<file path="config.mk">
export PLATFORM = sky130hd
export DESIGN_NAME = axi_rd_arbiter
export DESIGN_NICKNAME = d
export VERILOG_FILES = /design/src/rtl/axi_rd_arbiter.sv
export SDC_FILE = /design/constraint.sdc
export NUM_CORES = 1
export LEC_CHECK = 0
export BUFFER_PORTS_ARGS = -buffer_cell sky130_fd_sc_hd__buf_2
export CORE_AREA = 2 2 89 91
export CTS_CLUSTER_DIAMETER = 200
export DETAILED_ROUTE_END_ITERATION = 8
export DIE_AREA = 0 0 91 93
export GPL_TIMING_DRIVEN = 0
export PLACE_DENSITY = 0.86
export SLEW_MARGIN = 10
export SYNTH_ARGS = -nofsm -noshare
export SYNTH_HDL_FRONTEND = slang
export SYNTH_SLANG_ARGS = --single-unit
export TNS_END_PERCENT = 50
</file>
<file path="constraint.sdc">
create_clock -name clk -period 4.45 [get_ports clk]
set_input_delay 0.89 -clock clk [delete_from_list [all_inputs] [get_ports clk]]
set_output_delay 0.89 -clock clk [all_outputs]
set_load 0.01 [all_outputs]
</file>
<file path="src/rtl/axi_rd_arbiter.sv">
// axi_rd_arbiter: N-master AXI read arbiter, one read outstanding, R beats routed to the granted master.
// Define AXI_RD_ARB_RR_EN for round-robin grant; otherwise fixed priority with master 0 highest.
module axi_rd_arbiter #(
    parameter int NUM_M  = 2,
    parameter int ADDR_W = 32,
    parameter int DATA_W = 32,
    parameter int LEN_W  = 8,
    parameter int ID_W   = 4
) (
    input  logic                    clk,
    input  logic                    rst,
    input  logic [NUM_M*ADDR_W-1:0] m_araddr,
    input  logic [NUM_M*LEN_W-1:0]  m_arlen,
    input  logic [NUM_M*2-1:0]      m_arburst,
    input  logic [NUM_M-1:0]        m_arvalid,
    output logic [NUM_M-1:0]        m_arready,
    output logic [DATA_W-1:0]       m_rdata,
    output logic [NUM_M-1:0]        m_rlast,
    output logic [NUM_M-1:0]        m_rvalid,
    input  logic [NUM_M-1:0]        m_rready,
    output logic [ID_W-1:0]         arid,
    output logic [ADDR_W-1:0]       araddr,
    output logic [LEN_W-1:0]        arlen,
    output logic [2:0]              arsize,
    output logic [1:0]              arburst,
    output logic                    arlock,
    output logic [3:0]              arcache,
    output logic [2:0]              arprot,
    output logic                    arvalid,
    input  logic                    arready,
    input  logic [ID_W-1:0]         rid,
    input  logic [DATA_W-1:0]       rdata,
    input  logic [1:0]              rresp,
    input  logic                    rlast,
    input  logic                    rvalid,
    output logic                    rready,
    output logic                    burst_err
);
    localparam int IW = NUM_M > 1 ? $clog2(NUM_M) : 1;
    typedef enum logic [1:0] {IDLE, ADDR, DATA} state_e;
    state_e state_q, state_d;
    logic [IW-1:0] gnt_q, gnt_d, win;
    logic found;
    logic [ADDR_W-1:0] addr_q, addr_d;
    logic [LEN_W-1:0] len_q, len_d;
    logic [1:0] burst_q, burst_d;
    logic [LEN_W:0] beat_q, beat_d;
    logic err_q, err_d;
    logic unused_ok;
    assign unused_ok = ^{rid, rresp};
`ifdef AXI_RD_ARB_RR_EN
    logic [IW-1:0] rr_q, rr_d;
    // Descending scan so the requester closest to rr_q is the last (winning) assignment.
    always_comb begin
        int idx;
        idx = 0;
        win = '0;
        found = 1'b0;
        for (int k = NUM_M - 1; k >= 0; k--) begin
            idx = (int'(rr_q) + k) % NUM_M;
            if (m_arvalid[idx]) begin
                win = IW'(idx);
                found = 1'b1;
            end
        end
        rr_d = (state_q == IDLE && found) ? IW'((int'(win) + 1) % NUM_M) : rr_q;
    end
    always_ff @(posedge clk) rr_q <= rst ? '0 : rr_d;
`else
    always_comb begin
        win = '0;
        found = 1'b0;
        for (int i = NUM_M - 1; i >= 0; i--) begin
            if (m_arvalid[i]) begin
                win = IW'(i);
                found = 1'b1;
            end
        end
    end
`endif
    always_comb begin
        state_d = state_q;
        gnt_d = gnt_q;
        addr_d = addr_q;
        len_d = len_q;
        burst_d = burst_q;
        beat_d = beat_q;
        err_d = err_q;
        m_arready = '0;
        m_rvalid = '0;
        m_rlast = '0;
        rready = 1'b0;
        if (state_q == IDLE && found) begin
            m_arready = NUM_M'(1) << win;
            gnt_d = win;
            addr_d = m_araddr[win*ADDR_W +: ADDR_W];
            len_d = m_arlen[win*LEN_W +: LEN_W];
            burst_d = m_arburst[win*2 +: 2];
            beat_d = '0;
            state_d = ADDR;
        end
        if (state_q == ADDR && arready) state_d = DATA;
        if (state_q == DATA) begin
            rready = m_rready[gnt_q];
            m_rvalid = NUM_M'(rvalid) << gnt_q;
            m_rlast = NUM_M'(rlast) << gnt_q;
            if (rvalid && rready) begin
                beat_d = beat_q + 1'b1;
                state_d = rlast ? IDLE : DATA;
                // rlast must land exactly on beat arlen; flag either an early end or a missing rlast
                if (rlast ? beat_q != {1'b0, len_q} : beat_q == {1'b0, len_q}) err_d = 1'b1;
            end
        end
    end
    always_ff @(posedge clk) begin
        if (rst) begin
            state_q <= IDLE;
            gnt_q <= '0;
            addr_q <= '0;
            len_q <= '0;
            burst_q <= '0;
            beat_q <= '0;
            err_q <= 1'b0;
        end else begin
            state_q <= state_d;
            gnt_q <= gnt_d;
            addr_q <= addr_d;
            len_q <= len_d;
            burst_q <= burst_d;
            beat_q <= beat_d;
            err_q <= err_d;
        end
    end
    assign m_rdata = rdata;
    assign arid = ID_W'(gnt_q);
    assign araddr = addr_q;
    assign arlen = len_q;
    assign arburst = burst_q;
    assign arvalid = state_q == ADDR;
    assign arsize = 3'b010;
    assign arlock = 1'b0;
    assign arcache = 4'h0;
    assign arprot = 3'h0;
    assign burst_err = err_q;
endmodule

</file>
# Word-level counts from Yosys, hierarchy flattened
# Cells that the tools add are included.
# W data, S select, Z words.
[classes]
n_eq_ne = 4
add_sub_neg = 1
shifts = 6
n_mux = 18
magnitude_cmp = 1
n_reduce_logical = 5
[ops]
columns = ["operator", "n"]
rows = [
  ["$shiftx A64 B7 Y32", 1],
  ["$mux W9", 3],
  ["$mux W2", 8],
  ["$shiftx A16 B5 Y8", 1],
  ["$add A9 B1 Y9 const B", 1],
  ["$eq A9 B8 Y1", 1],
  ["$ne A9 B8 Y1", 1],
  ["$mux W1", 7],
  ["$shiftx A4 B3 Y2", 1],
  ["$shl A1 B1 Y2", 2],
  ["$logic_and A1 B1 Y1", 3],
  ["$reduce_and A3 Y1", 1],
  ["$eq A2 B1 Y1 const B", 1],
  ["$eq A2 B2 Y1 const B", 1],
  ["$logic_not A2 Y1", 1],
  ["$lt A1 B2 Y1 const B", 1],
  ["$shl A1 B1 Y2 const A", 1],
]
[totals]
out_inout_bits = 98
regBits = 55
wordCells = 42
input_bits = 131

# Depth between registers and ports, before layout
[logic_depth]
word_depth = 7
ltp_mapped = 5
mapped_depth_nobuf = 4

# Worst setup path after synthesis
# No wires, ideal clock.
[synth_timing]
kind = "input port to output port"
start = "input port m_arvalid[0]"
end = "output port m_arready[1]"
required_time_ns = 3.560
cell_stages = 5
t_arrival_ns = 1.686
setup_slack_ns = 1.874
cell_sequence = "nor2_1 -> nor3_1 -> buf_2 -> nand2_1 -> inv_1"
[synth_via]
elab_chain_len = 3
[synth_lines]
columns = ["element", "line_no", "source"]
rows = [
  ["start, declared", "15", "input logic [NUM_M-1:0] m_arvalid,"],
  ["$mux W1", "74", "if (m_arvalid[i]) begin"],
  ["$shl A1 B1 Y2 or $logic_and A1 B1 Y1 (tied branches)", "94, 93", ""],
  ["$mux W2 *", "93", "if (state_q == IDLE && found) begin"],
  ["end, declared", "16", "output logic [NUM_M-1:0] m_arready,"],
]
# Every way passes the cells marked *; elsewhere a longest branch is shown, timed or not.

# Final worst setup path
# Ends and elaborated chain as after synthesis.

==> metrics.md <==
| Metric | Value |
|---|---|
| Biggest fanout along the worst timing path | `10` |
| Number of antenna violations at the first check in global routing | `0` |
| Detailed-routing iteration count for the pre-antenna-repair pass | `4` |
| Sum of routed wire segments on met1 | `between 3000 and 4000 µm` |
| Warnings from Yosys | `0` |
| Mapped Cells | `332` |
| Via Count | `roughly 3000` |
| Setup crit end | `m_arready[1]` |
| Beginning of the critical path | `m_arvalid[0]` |
| Count of final setup violators | `0` |
| Clk Latency, worst-skew pair | `slightly above 300 ps` |
| Arrival time of data at the critical path endpoint | `2410 ps` |
| Die height | `slightly above 90 µm` |
| Slew Limit Headroom | `0.370` |
| Number of core rows | `32` |
| Pin count of the biggest net entering global routing | `17` |
| Input/output buffers | `between 150 and 200` |
| Class of the worst hold path | `reg -> reg` |
| Count of H-tree levels built during CTS | `2` |
| Compound-cell area share of the yosys netlist | `0.135` |
| First-pass GRT wire length | `13700 µm` |
| Initial standard-cell utilization of the core | `0.396` |
| CP Data Required Time | `~3600 ps` |
| Peak Freq | `303 MHz` |
| Synthesized-area fraction occupied by adder cells | `0.00420` |
| Power per standard cell area | `321 nW/µm²` |
| RSZ-0062 raised after global routing | `false` |
| Time the worst path needs with I/O delays and setup | `about 3300 ps` |
| End of the worst register-to-register path | `araddr[16]` |
| Number of cells traversed by the worst register-to-register path | `5` |
| Critical path endpoint category | `primary output` |
| Top layer reached by signal wires | `met4` |
| Placeable core region | `7530 µm²` |
| Drt initial violations | `75` |
| Multi-input logic area | `about 1500 µm²` |
| Post-synthesis sequential element count | `between 50 and 60` |
| Overflow after GRT | `0` |
| Fraction of the yosys area taken by sequential cells | `0.370` |
| Clk_skew | `a little under 9 ps` |
| Clk pin slew, worst setup/hold paths | `about 100 ps` |
| Max-slew violations | `0` |
| I/O pin total | `229` |
| Combined global-route utilization of all metal layers | `0.200` |
| Buffer count from post-CTS setup fixing | `0` |
| Sink Count | `between 50 and 60` |
| Post-detailed-routing wire length | `8560 µm` |
| Startpoint class of the critical path | `input pin` |
| Met2 routed WL | `roughly 4400 µm` |
| Synthesis-to-finish area growth | `39.8%` |
| Post-route clock period utilization | `0.743` |
| Number of global-route vias before repair | `roughly 2900` |
| Count of unique library cells instantiated by Yosys | `38` |
| Result of the run | `finished, final reports clean` |
| Static Leak | `roughly 2.1 nW` |
| Placer Congestion | `roughly 0.88` |
| Half-perimeter wire length after detailed placement | `approximately 7000 µm` |
| # Max-Cap Violations | `0` |
| Post-synth top area share | `0.370` |
| Post-detailed-route wirelength per cell | `about 14 µm` |
| Clock root buffer master | `sky130_fd_sc_hd__clkbuf_8` |
| Post-synthesis instance area | `approximately 3000 µm²` |
| Share of cell area taken by muxes after synthesis | `0.148` |
| Smallest setup slack after layout | `approximately 1100 ps` |
| Fin Setup TNS | `0 ps` |
| Actual transition at the worst max-transition pin | `about 940 ps` |
| Fraction of the mapped netlist area in simple logic gates | `0.152` |
| Proportion of layout cells with a drive suffix above 1 | `0.468` |
| XOR/XNOR share of the synthesized area | `0.0324` |
| Startpoint of the tightest hold check path | `araddr[17]` |
| Antenna viol nets, final | `0` |
| Peak ir drop on the vdd network | `about 0.19 mV` |
| Die Span X | `91 µm` |
| Antenna cells | `0` |
| Mean instance size in the synthesized netlist | `approximately 9 µm²` |
| Library cell with the largest summed area after synthesis | `sky130_fd_sc_hd__dfxtp_1` |
| Worst slack, placed | `approximately 1000 ps` |
| Post-detailed-route via-to-cell ratio | `between 4 and 5` |
| Net total in the final layout | `roughly 660` |
| Metal3 WL | `a little over 600 µm` |
| Final hold violations | `0` |
| Resized Gates After CTS | `0` |
| Dominant cells by area after synthesis | `sky130_fd_sc_hd__dfxtp_1, sky130_fd_sc_hd__mux2i_1, sky130_fd_sc_hd__buf_4` |
| Number of fill cells in the layout | `roughly 720` |
| Area of the die | `around 8500 µm²` |
| Hold-fix buffers, CTS | `0` |
| Critical path type | `in -> out` |
| Largest buffer count on any clock path | `2` |
| Footprint of the flip-flops and latches | `1100 µm²` |
| CTS buffer count | `5` |
| Slack of the worst reg-to-reg path | `between 2000 and 2500 ps` |
| Clock tree from TritonCTS | `built` |
| DRC violation count after routing | `0` |
| Worst flop-to-flop path startpoint | `state_q[0]` |
| Dominant combinational cell family by area after synthesis | `buffers and inverters` |
[where the power goes]
group / switching [W] / total, W / internal [W] / leakage [nW]
clock network: 0.000161 / 0.000386 / 0.000225 / 0.0654
registers: 0.0000327 / 0.000577 / 0.000544 / 0.455
logic: 0.000201 / 0.000376 / 0.000175 / 1.59
total: 0.000395 / 0.00134 / 0.000944 / 2.11
[logic make-up (layout without fill, tap and decap cells)]
family          after synthesis  in the layout
mux                          44             44
other cells                   2             14
flops                        55             55
simple gates                 90             90
fa+ha+maj                     1              1
compound gates               57             57
xor+xnor                     11             11
buf+inv                      72            256
[flip-flops by register name (all words and copies together), names as in the netlist]
name,cells
araddr,32
beat_q,9
arlen,8
arburst,2
state_q,2
burst_err,1
gnt_q,1
[worst max-delay path, stage by stage]
cell                      delay, ps
sky130_fd_sc_hd__buf_2           90
sky130_fd_sc_hd__nor2_1          60
sky130_fd_sc_hd__nor3_1         720
sky130_fd_sc_hd__buf_2          390
sky130_fd_sc_hd__nand2_1        100
sky130_fd_sc_hd__inv_1           60
sky130_fd_sc_hd__buf_2          120
[cell usage in the layout (no fill, tap or decap), types with 3 or more instances in the layout]
cell type / count
sky130_fd_sc_hd__conb_1: 14
sky130_fd_sc_hd__buf_2: 189
sky130_fd_sc_hd__nand3_1: 4
sky130_fd_sc_hd__a21oi_1: 9
sky130_fd_sc_hd__nor3_1: 6
sky130_fd_sc_hd__a211oi_1: 43
sky130_fd_sc_hd__nand4_1: 3
sky130_fd_sc_hd__or3_1: 4
sky130_fd_sc_hd__buf_4: 47
sky130_fd_sc_hd__dfxtp_1: 55
sky130_fd_sc_hd__o211ai_1: 3
sky130_fd_sc_hd__xor2_1: 9
sky130_fd_sc_hd__clkbuf_8: 5
sky130_fd_sc_hd__nor2_1: 47
sky130_fd_sc_hd__mux2i_1: 43
sky130_fd_sc_hd__clkbuf_1: 11
sky130_fd_sc_hd__nand2_1: 7
[cell usage after synthesis]
cell type	count
sky130_fd_sc_hd__nand3_1	4
sky130_fd_sc_hd__and4b_1	1
sky130_fd_sc_hd__nor4_1	2
sky130_fd_sc_hd__nand3b_4	1
sky130_fd_sc_hd__or2_2	1
sky130_fd_sc_hd__nor4b_1	1
sky130_fd_sc_hd__nor2b_1	2
sky130_fd_sc_hd__or2_0	1
sky130_fd_sc_hd__xnor2_1	2
sky130_fd_sc_hd__buf_2	13
sky130_fd_sc_hd__nor3_1	6
sky130_fd_sc_hd__nand2b_1	2
sky130_fd_sc_hd__inv_1	2
sky130_fd_sc_hd__or4_1	1
sky130_fd_sc_hd__a21boi_0	1
sky130_fd_sc_hd__nor3b_1	1
sky130_fd_sc_hd__nand4b_1	1
sky130_fd_sc_hd__or3_1	4
sky130_fd_sc_hd__nand2_1	7
sky130_fd_sc_hd__conb_1	2
sky130_fd_sc_hd__a21oi_1	9
sky130_fd_sc_hd__and3b_1	1
sky130_fd_sc_hd__nor2_1	47
sky130_fd_sc_hd__dfxtp_1	55
sky130_fd_sc_hd__and2_1	1
sky130_fd_sc_hd__nand3b_1	1
sky130_fd_sc_hd__clkbuf_1	10
sky130_fd_sc_hd__o21ai_0	1
sky130_fd_sc_hd__o211ai_1	3
sky130_fd_sc_hd__mux2i_1	43
sky130_fd_sc_hd__buf_4	47
sky130_fd_sc_hd__nand4_1	3
sky130_fd_sc_hd__and4_1	1
sky130_fd_sc_hd__mux2_2	1
sky130_fd_sc_hd__xor2_1	9
sky130_fd_sc_hd__a211oi_1	43
sky130_fd_sc_hd__ha_1	1
sky130_fd_sc_hd__and4bb_2	1
[routing by layer]
metal | up-vias | track usage
met4 | 0 | 0.0530
li1 | 1499 | -
met3 | 11 | 0.0443
met1 | 1387 | 0.230
met5 | - | 0
met2 | 141 | 0.374
[cell type report]
type                       instances  area share
sequential                        55       0.264
timing repair buffer             176       0.212
tap                              102      0.0306
inverter                           2     0.00180
clock buffer                       6      0.0174
buffer                            70       0.109
clock inverter                     2      0.0144
multi-input combinational        217       0.350
[metrics by stage]
stage,util,instances,power (W),cell area [µm²],hold slack (ps)
after floorplan,-,344,0.000808,3020,472
after global placement,0.536,622,0.000957,4030,478
after detailed placement,0.536,622,0.000967,4030,489
after CTS,0.553,630,0.00135,4160,503
after global routing,0.553,630,0.00141,4160,524
final,0.553,630,0.00134,4160,504
[worst min-delay path by stage]
stage / endpoint / slack, ps / depth (start not counted)
CTS: araddr[17] / 500 / 2
global route: araddr[7] / 520 / 2
detailed placement: araddr[17] / 490 / 2
global placement: burst_err / 480 / 2
floorplan: beat_q[5] / 470 / 2
finish: araddr[17] / 500 / 2
Power figures use the tool's default switching activity.
